[src/rtl/fp_pkg.sv]
// Shared definitions for the digit-serial add/sub/compare block: FSM state
// encoding and the width helper used for address and counter sizing.
package fp_pkg;

  typedef enum logic [1:0] {
    IDLE  = 2'd0,
    RUN   = 2'd1,
    FLUSH = 2'd2
  } state_t;

  function automatic int unsigned CLOG2(input int unsigned value);
    int unsigned width;
    width = 0;
    while ((64'd1 << width) < 64'(value)) width++;
    return width;
  endfunction

endpackage

[src/rtl/single_port_mem.sv]
// Single-port synchronous RAM with registered read data.
module single_port_mem #(
  parameter int unsigned WIDTH     = 8,
  parameter int unsigned DEPTH     = 16,
  parameter int unsigned ADDR_W    = 4,
  parameter string       INIT_FILE = ""
) (
  input  logic              clk,
  input  logic              we,
  input  logic [ADDR_W-1:0] addr,
  input  logic [WIDTH-1:0]  wdata,
  output logic [WIDTH-1:0]  rdata
);

  logic [WIDTH-1:0] mem [DEPTH];

  always_ff @(posedge clk) begin
    if (we) mem[addr] <= wdata;
    rdata <= mem[addr];
  end

endmodule

[src/rtl/fp_addsub_cmp.sv]
// Digit-serial multi-word add/subtract with carry chain and an optional
// unsigned compare against a ROM constant (built when FP_ADDSUB_CONST_CMP_EN is defined).
module fp_addsub_cmp
  import fp_pkg::*;
#(
  parameter int unsigned RADIX      = 32,
  parameter int unsigned DIGITS     = 14,
  parameter string       FILE_CONST = "zero.mem"
) (
  input  logic             clk,
  input  logic             rst,
  input  logic             start,
  input  logic             op_sub,
  input  logic             carry_in,
  input  logic             digit_in_valid,
  input  logic [RADIX-1:0] digit_a,
  input  logic [RADIX-1:0] digit_b,
  output logic             digit_out_valid,
  output logic [RADIX-1:0] digit_res,
  output logic             carry_out,
  output logic             res_neg,
  output logic             res_ge_const,
  output logic             busy,
  output logic             done
);

  localparam int unsigned CNT_W  = CLOG2(DIGITS + 1);
  localparam int unsigned ADDR_W = (DIGITS > 1) ? CLOG2(DIGITS) : 1;

  state_t           state;
  state_t           state_nxt;
  logic [CNT_W-1:0] cnt;
  logic             sub_q;
  logic             carry_q;
  logic             accept;
  logic             last_acc;
  logic             done_nxt;
  logic [RADIX-1:0] b_eff;
  logic [RADIX:0]   sum;

  // start wins over a coincident digit, so the digit is never accepted
  assign accept   = (state == RUN) && digit_in_valid && !start && (cnt < CNT_W'(DIGITS));
  assign last_acc = accept && (cnt == CNT_W'(DIGITS - 1));
  assign busy      = (state != IDLE);
  assign carry_out = carry_q;

  always_comb begin
    b_eff = sub_q ? ~digit_b : digit_b;
    sum   = {1'b0, digit_a} + {1'b0, b_eff} + {{RADIX{1'b0}}, carry_q};
  end

  always_comb begin
    state_nxt = state;
    done_nxt  = 1'b0;
    if (start) begin
      state_nxt = RUN;
    end else begin
      case (state)
        IDLE:  state_nxt = IDLE;
        RUN:   if (last_acc) state_nxt = FLUSH;
        FLUSH: begin
          state_nxt = IDLE;
          done_nxt  = 1'b1;
        end
        default: state_nxt = IDLE;
      endcase
    end
  end

  always_ff @(posedge clk) begin
    if (rst) begin
      state           <= IDLE;
      cnt             <= '0;
      sub_q           <= 1'b0;
      carry_q         <= 1'b0;
      digit_res       <= '0;
      digit_out_valid <= 1'b0;
      done            <= 1'b0;
      res_neg         <= 1'b0;
    end else begin
      state           <= state_nxt;
      done            <= done_nxt;
      digit_out_valid <= accept;
      if (start) begin
        cnt     <= '0;
        sub_q   <= op_sub;
        carry_q <= carry_in;
        res_neg <= 1'b0;
      end else if (accept) begin
        cnt       <= cnt + CNT_W'(1);
        carry_q   <= sum[RADIX];
        digit_res <= sum[RADIX-1:0];
      end
      if (done_nxt) res_neg <= digit_res[RADIX-1];
    end
  end

`ifdef FP_ADDSUB_CONST_CMP_EN
  logic [ADDR_W-1:0] addr;
  logic [RADIX-1:0]  const_digit;
  logic              borrow;
  logic              borrow_nxt;
  logic [RADIX:0]    sub_rhs;

  // Read address tracks the digit being accepted, so the registered read
  // data lines up with digit_res in the following cycle.
  single_port_mem #(
    .WIDTH     (RADIX),
    .DEPTH     (DIGITS),
    .ADDR_W    (ADDR_W),
    .INIT_FILE (FILE_CONST)
  ) u_const (
    .clk   (clk),
    .we    (1'b0),
    .addr  (addr),
    .wdata ('0),
    .rdata (const_digit)
  );

  always_comb begin
    sub_rhs    = {1'b0, const_digit} + {{RADIX{1'b0}}, borrow};
    borrow_nxt = digit_out_valid ? ({1'b0, digit_res} < sub_rhs) : borrow;
  end

  always_ff @(posedge clk) begin
    if (rst) begin
      addr         <= '0;
      borrow       <= 1'b0;
      res_ge_const <= 1'b0;
    end else if (start) begin
      addr         <= '0;
      borrow       <= 1'b0;
      res_ge_const <= 1'b0;
    end else begin
      borrow <= borrow_nxt;
      if (done_nxt) begin
        res_ge_const <= ~borrow_nxt;
        addr         <= '0;
      end else if (accept && (addr != ADDR_W'(DIGITS - 1))) begin
        addr <= addr + ADDR_W'(1);
      end
    end
  end
`else
  assign res_ge_const = 1'b0;
`endif

endmodule

[config.mk]
export PLATFORM = sky130hd
export DESIGN_NAME = fp_addsub_cmp
export DESIGN_NICKNAME = d
export VERILOG_FILES = /design/src/rtl/fp_pkg.sv /design/src/rtl/single_port_mem.sv /design/src/rtl/fp_addsub_cmp.sv
export SDC_FILE = /design/constraint.sdc
export NUM_CORES = 1
export LEC_CHECK = 0
export ABC_AREA = 1
export CORE_MARGIN = 2
export CORE_UTILIZATION = 45
export CTS_CLUSTER_DIAMETER = 100
export CTS_CLUSTER_SIZE = 28
export DETAILED_ROUTE_END_ITERATION = 8
export PLACE_DENSITY = 0.84
export SYNTH_ARGS = -nofsm -noshare
export SYNTH_HDL_FRONTEND = slang
export SYNTH_HIERARCHICAL = 1
export SYNTH_SLANG_ARGS = --single-unit
[constraint.sdc]
create_clock -name clk -period 3.3 [get_ports clk]
set_clock_uncertainty 0.1 [all_clocks]
set_input_delay 0.66 -clock clk [delete_from_list [all_inputs] [get_ports clk]]
set_output_delay 0.66 -clock clk [all_outputs]
set_load 0.03 [all_outputs]
==> impl_summary.md <==
Run status
The run finished with clean final reports.

Cells and area
The post-layout utilization of the core is 58.92%. In the final design database the tool counted 948 nets. The number of antenna diodes in the final layout is 0. From synthesis to final layout, the design area changed by 28.51%. The count of cells in the finished layout, fillers not included, comes to 977.

The cell area after layout is 0.005679 mm2. Of the cells placed in the final design, the portion with a size suffix greater than 1 is 3.555%.

Logic synthesis
The number of nets handed over by synthesis was 846. After synthesis, the mean cell area works out to 5.964 um2. Synthesis produced 741 cells. The register bit count reported by yosys is 43. Yosys printed 6 warnings. The mapped cell area is 0.004419 mm2.

Sequential cells were found to cover 19.48% of the synthesized design area. Synthesis instantiated 35 different standard cells from the library.

Floorplanning
After floorplanning, the core was divided into 36 placement rows. Measured along the x axis, the die boundary spans 103.1 um. The initial utilization of the core area, before any placement, comes to 45.85%. The placeable core region is 0.009639 mm2. The full die area is 0.01063 mm2. In this run the count of I/O pins placed on the die edge is 108. The y dimension of the die is 103.1 um.

Power and ir drop
The clock group share of total power is 18.4%. IR analysis of the VDD net gives a maximum drop of 0.1841 mV. The combinational group share of total power is 51.6%. Cell internal power was estimated by the tool at 1076 uW.

The power density relative to cell area is 328.3 mW/mm2. In this run switching power makes up 42.28% of total power. Per report_power, the sequential group accounts for 29.9% of the total. The leakage dissipation is 0.003137 uW.

For this design the total switching power over the nets is 788.2 uW.

Timing
Setup repair after global routing left no endpoint under its margin. Static timing analysis puts the maximum clock frequency at 359.7 MHz. The max-slew headroom at the worst pin is 51.29%. The part of the cycle the worst path needs is 84.25%.

The number of hold violations in the final report came to 0. The count of pins over their slew limit is 0. Setup total negative slack on the finished layout was measured at 0 ps.

Setup violations remaining at the end of the flow were counted as 0. The final period demand of the worst path is 2780 ps. At the pin with the least slew margin, the transition time is 729.8 ps.

Clock tree
Counting every sink on the clock net gives 43. Clock-pin slew was measured on the worst setup and hold paths at 90 ps. Hold repair after CTS inserted 0 buffers. The count of cells resized by post-cts repair is 0.

The TritonCTS buffer count is 5. The tree is rooted in a sky130_fd_sc_hd__clkbuf_8. The clock passes through at most 2 buffers.

The number of setup buffers added after CTS is 0. The clock tree synthesis step divided the H-tree into 2 levels. The clock network latency to the later pin of the worst-skew pair is 300 ps. TritonCTS built the clock tree.

Worst setup path
For this design, the slowest cell found on the critical path is sky130_fd_sc_hd__clkdlybuf4s50_1. By startpoint and endpoint, the worst setup path is classified as input port to flip-flop. STA puts the critical path data required time at 3410 ps. Counting stages on the worst path, the most repeated cell is sky130_fd_sc_hd__nand2_1. The critical path goes through clkdlybuf4s50_1, xnor2_1, fa_1, inv_1, fa_1, nand3_1, nand3_1, nand2_1, nand2_1, nand2_1, nand2_2, nand2_1, nand2_1, nand2_1, nand3_1, nand2_1, inv_1. Of all nets on the critical path, the largest fanout is 4. The worst register-to-register path ends at digit_res[25]. In this run the critical register-to-register path is launched from sub_q. The peak per-stage delay on the critical path is 470 ps. The kind of start point of the critical path is an input port. The worst reg-to-reg setup slack is 740 ps. The endpoint class of the critical path is a flip-flop. The critical path contains buffers and inverters numbering 3 combined.

The cell family contributing the most delay on the critical path is simple AND/OR/NAND/NOR gates. The cell depth of the worst flop-to-flop path is 12. STA puts the critical path data arrival time at 2890 ps.

GRT
The met3 usage is 2.915%. The number of antenna violations at the first check in global routing is 0. The pin count of the biggest net entering global routing is 52. For this run, the total global-route usage over all layers was measured as 22.31%. The number of global-route vias before repair was 4332.

The met2 track utilization from global routing is 39.56%. The global-route layer with the greatest usage is met2. Global routing used 26.72% of the available met1 tracks.

The overall overflow remaining after global route is 0. The first global-routing pass estimated 18.99 mm of wire.

Worst hold path
The path with the worst hold slack has its endpoint at res_neg. The path class of the tightest hold or removal check is flip-flop to flip-flop. The startpoint identified for the worst hold timing path is res_neg.

The depth of the worst hold-timing path is 2.

Place
Counting tap cells, the placed design contains a total of 969 instances. The number of I/O port buffers is 106. The placement-stage cell area is 0.005594 mm2.

Detailed placement ended at an HPWL of 9.443 mm. The congestion estimate from routability-driven global placement came to 0.9857.

Detailed routing
The wire length reported by the detailed router is 11.36 mm. The post-route DRC violation count is 0. The remaining antenna violation count is 0. Across all layers, the routed design uses 4619 vias. In the routed layout, each cell is associated on average with a via count of 4.728. In the final routed layout, each cell accounts on average for 11.63 um. The length of the first detailed-routing pass in iterations is 5.

The detailed router finished its first iteration with 204 violations.

Job
The tool flagged a number of max-cap violations equal to 0.
-- sequential cells by signal (all words and copies together), names as in the netlist --
name             count
digit_res           32
res_neg              1
state                2
sub_q                1
cnt                  4
digit_out_valid      1
carry_out            1
done                 1
-- routing by layer --
layer,part of all wire (%),up-vias
li1,-,2451
met1,44,1995
met2,47,142
met3,5.7,31
met4,3.3,0
met5,0,-
-- worst min-delay path: stages, from the launching register on --
cell and delay (ps):
sky130_fd_sc_hd__dfxtp_1 320, sky130_fd_sc_hd__nand2_1 60, sky130_fd_sc_hd__a21oi_1 50
-- Yosys cell counts, drive strengths merged --
master  number  area, um2
and2         1      7.510
conb         1      3.750
a21oi       33      165.2
nand4        5      31.28
nand2      249      949.7
nor2        60      235.2
buf         12      97.59
o21bai       9      67.56
nand3       40      215.2
dfxtp       43      860.8
ha          33      412.9
xor2        44      385.4
nor3         5      25.02
nand3b       1      7.510
o211ai       1      7.510
o21a        17      127.6
fa           2      40.04
a21o         2      15.01
xnor2        3      26.28
a31oi        2      27.53
or2          2      15.02
o21ai       22      117.6
clkbuf       3      11.26
inv        151      566.8
-- power groups by stage --
stage          clock network [uW]  logic (uW)  registers, uW
2_1_floorplan                   0         631            603
3_3_place_gp                    0         945            569
3_5_place_dp                    0         955            570
4_1_cts                       352         961            558
5_1_grt                       362        1090            560
6_report                      344         963            558
-- per-stage QoR --
stage               power, uW  setup slack (ps)  hold WS (ps)
finish                   1864             519.8         369.6
global route             2011             302.3         393.4
CTS                      1871             545.7         374.6
detailed placement       1525             225.5         362.7
global placement         1514             279.0         348.8
floorplan                1234             752.1         372.8
-- kinds of logic after synthesis --
family	count (synthesis)	share of synthesized area [%]
xor+xnor	47	9.315
simple gates	363	33.64
other cells	1	0.08486
buf+inv	166	15.29
flops	43	19.48
compound gates	86	11.95
fa+ha+maj	35	10.25
-- worst max-delay path by stage --
stage | startpoint | to | slack [ps] | cells after the start
floorplan | sub_q | digit_res[24] | 750 | 18
global placement | digit_b[0] | digit_res[24] | 280 | 17
finish | digit_b[0] | digit_res[24] | 520 | 17
CTS | digit_b[0] | digit_res[24] | 550 | 17
detailed placement | digit_b[0] | digit_res[24] | 230 | 17
global route | digit_b[0] | digit_res[20] | 300 | 15
-- cell usage in the layout, fill, tap and decap left out, drive strengths merged --
cell	Yosys	layout
or2	2	2
fa	2	2
conb	1	1
nor2	60	60
nand3	40	40
xnor2	3	3
a31oi	2	2
o21ai	22	22
a21oi	33	33
clkbuf	3	6
nor3	5	5
o211ai	1	1
buf	12	4
o21a	17	17
xor2	44	44
clkinvlp	0	1
nand4	5	5
o21bai	9	9
dfxtp	43	43
and2	1	1
ha	33	33
inv	151	151
a21o	2	2
nand2	249	249
nand3b	1	1
clkdlybuf4s50	0	106
clkinv	0	1
-- layout make-up --
| type | instances | area, um2 |
|---|---|---|
| fillers | 951 | 3960 |
| multi-input cells | 532 | 2883 |
| repair buffers | 110 | 1116 |
| flip-flops and latches | 43 | 862.1 |
| inverters | 151 | 566.8 |
| well taps | 133 | 166.4 |
| clock buffers | 6 | 72.57 |
| clock inverters | 2 | 12.51 |
No activity file was read; power rests on OpenSTA's default activity.
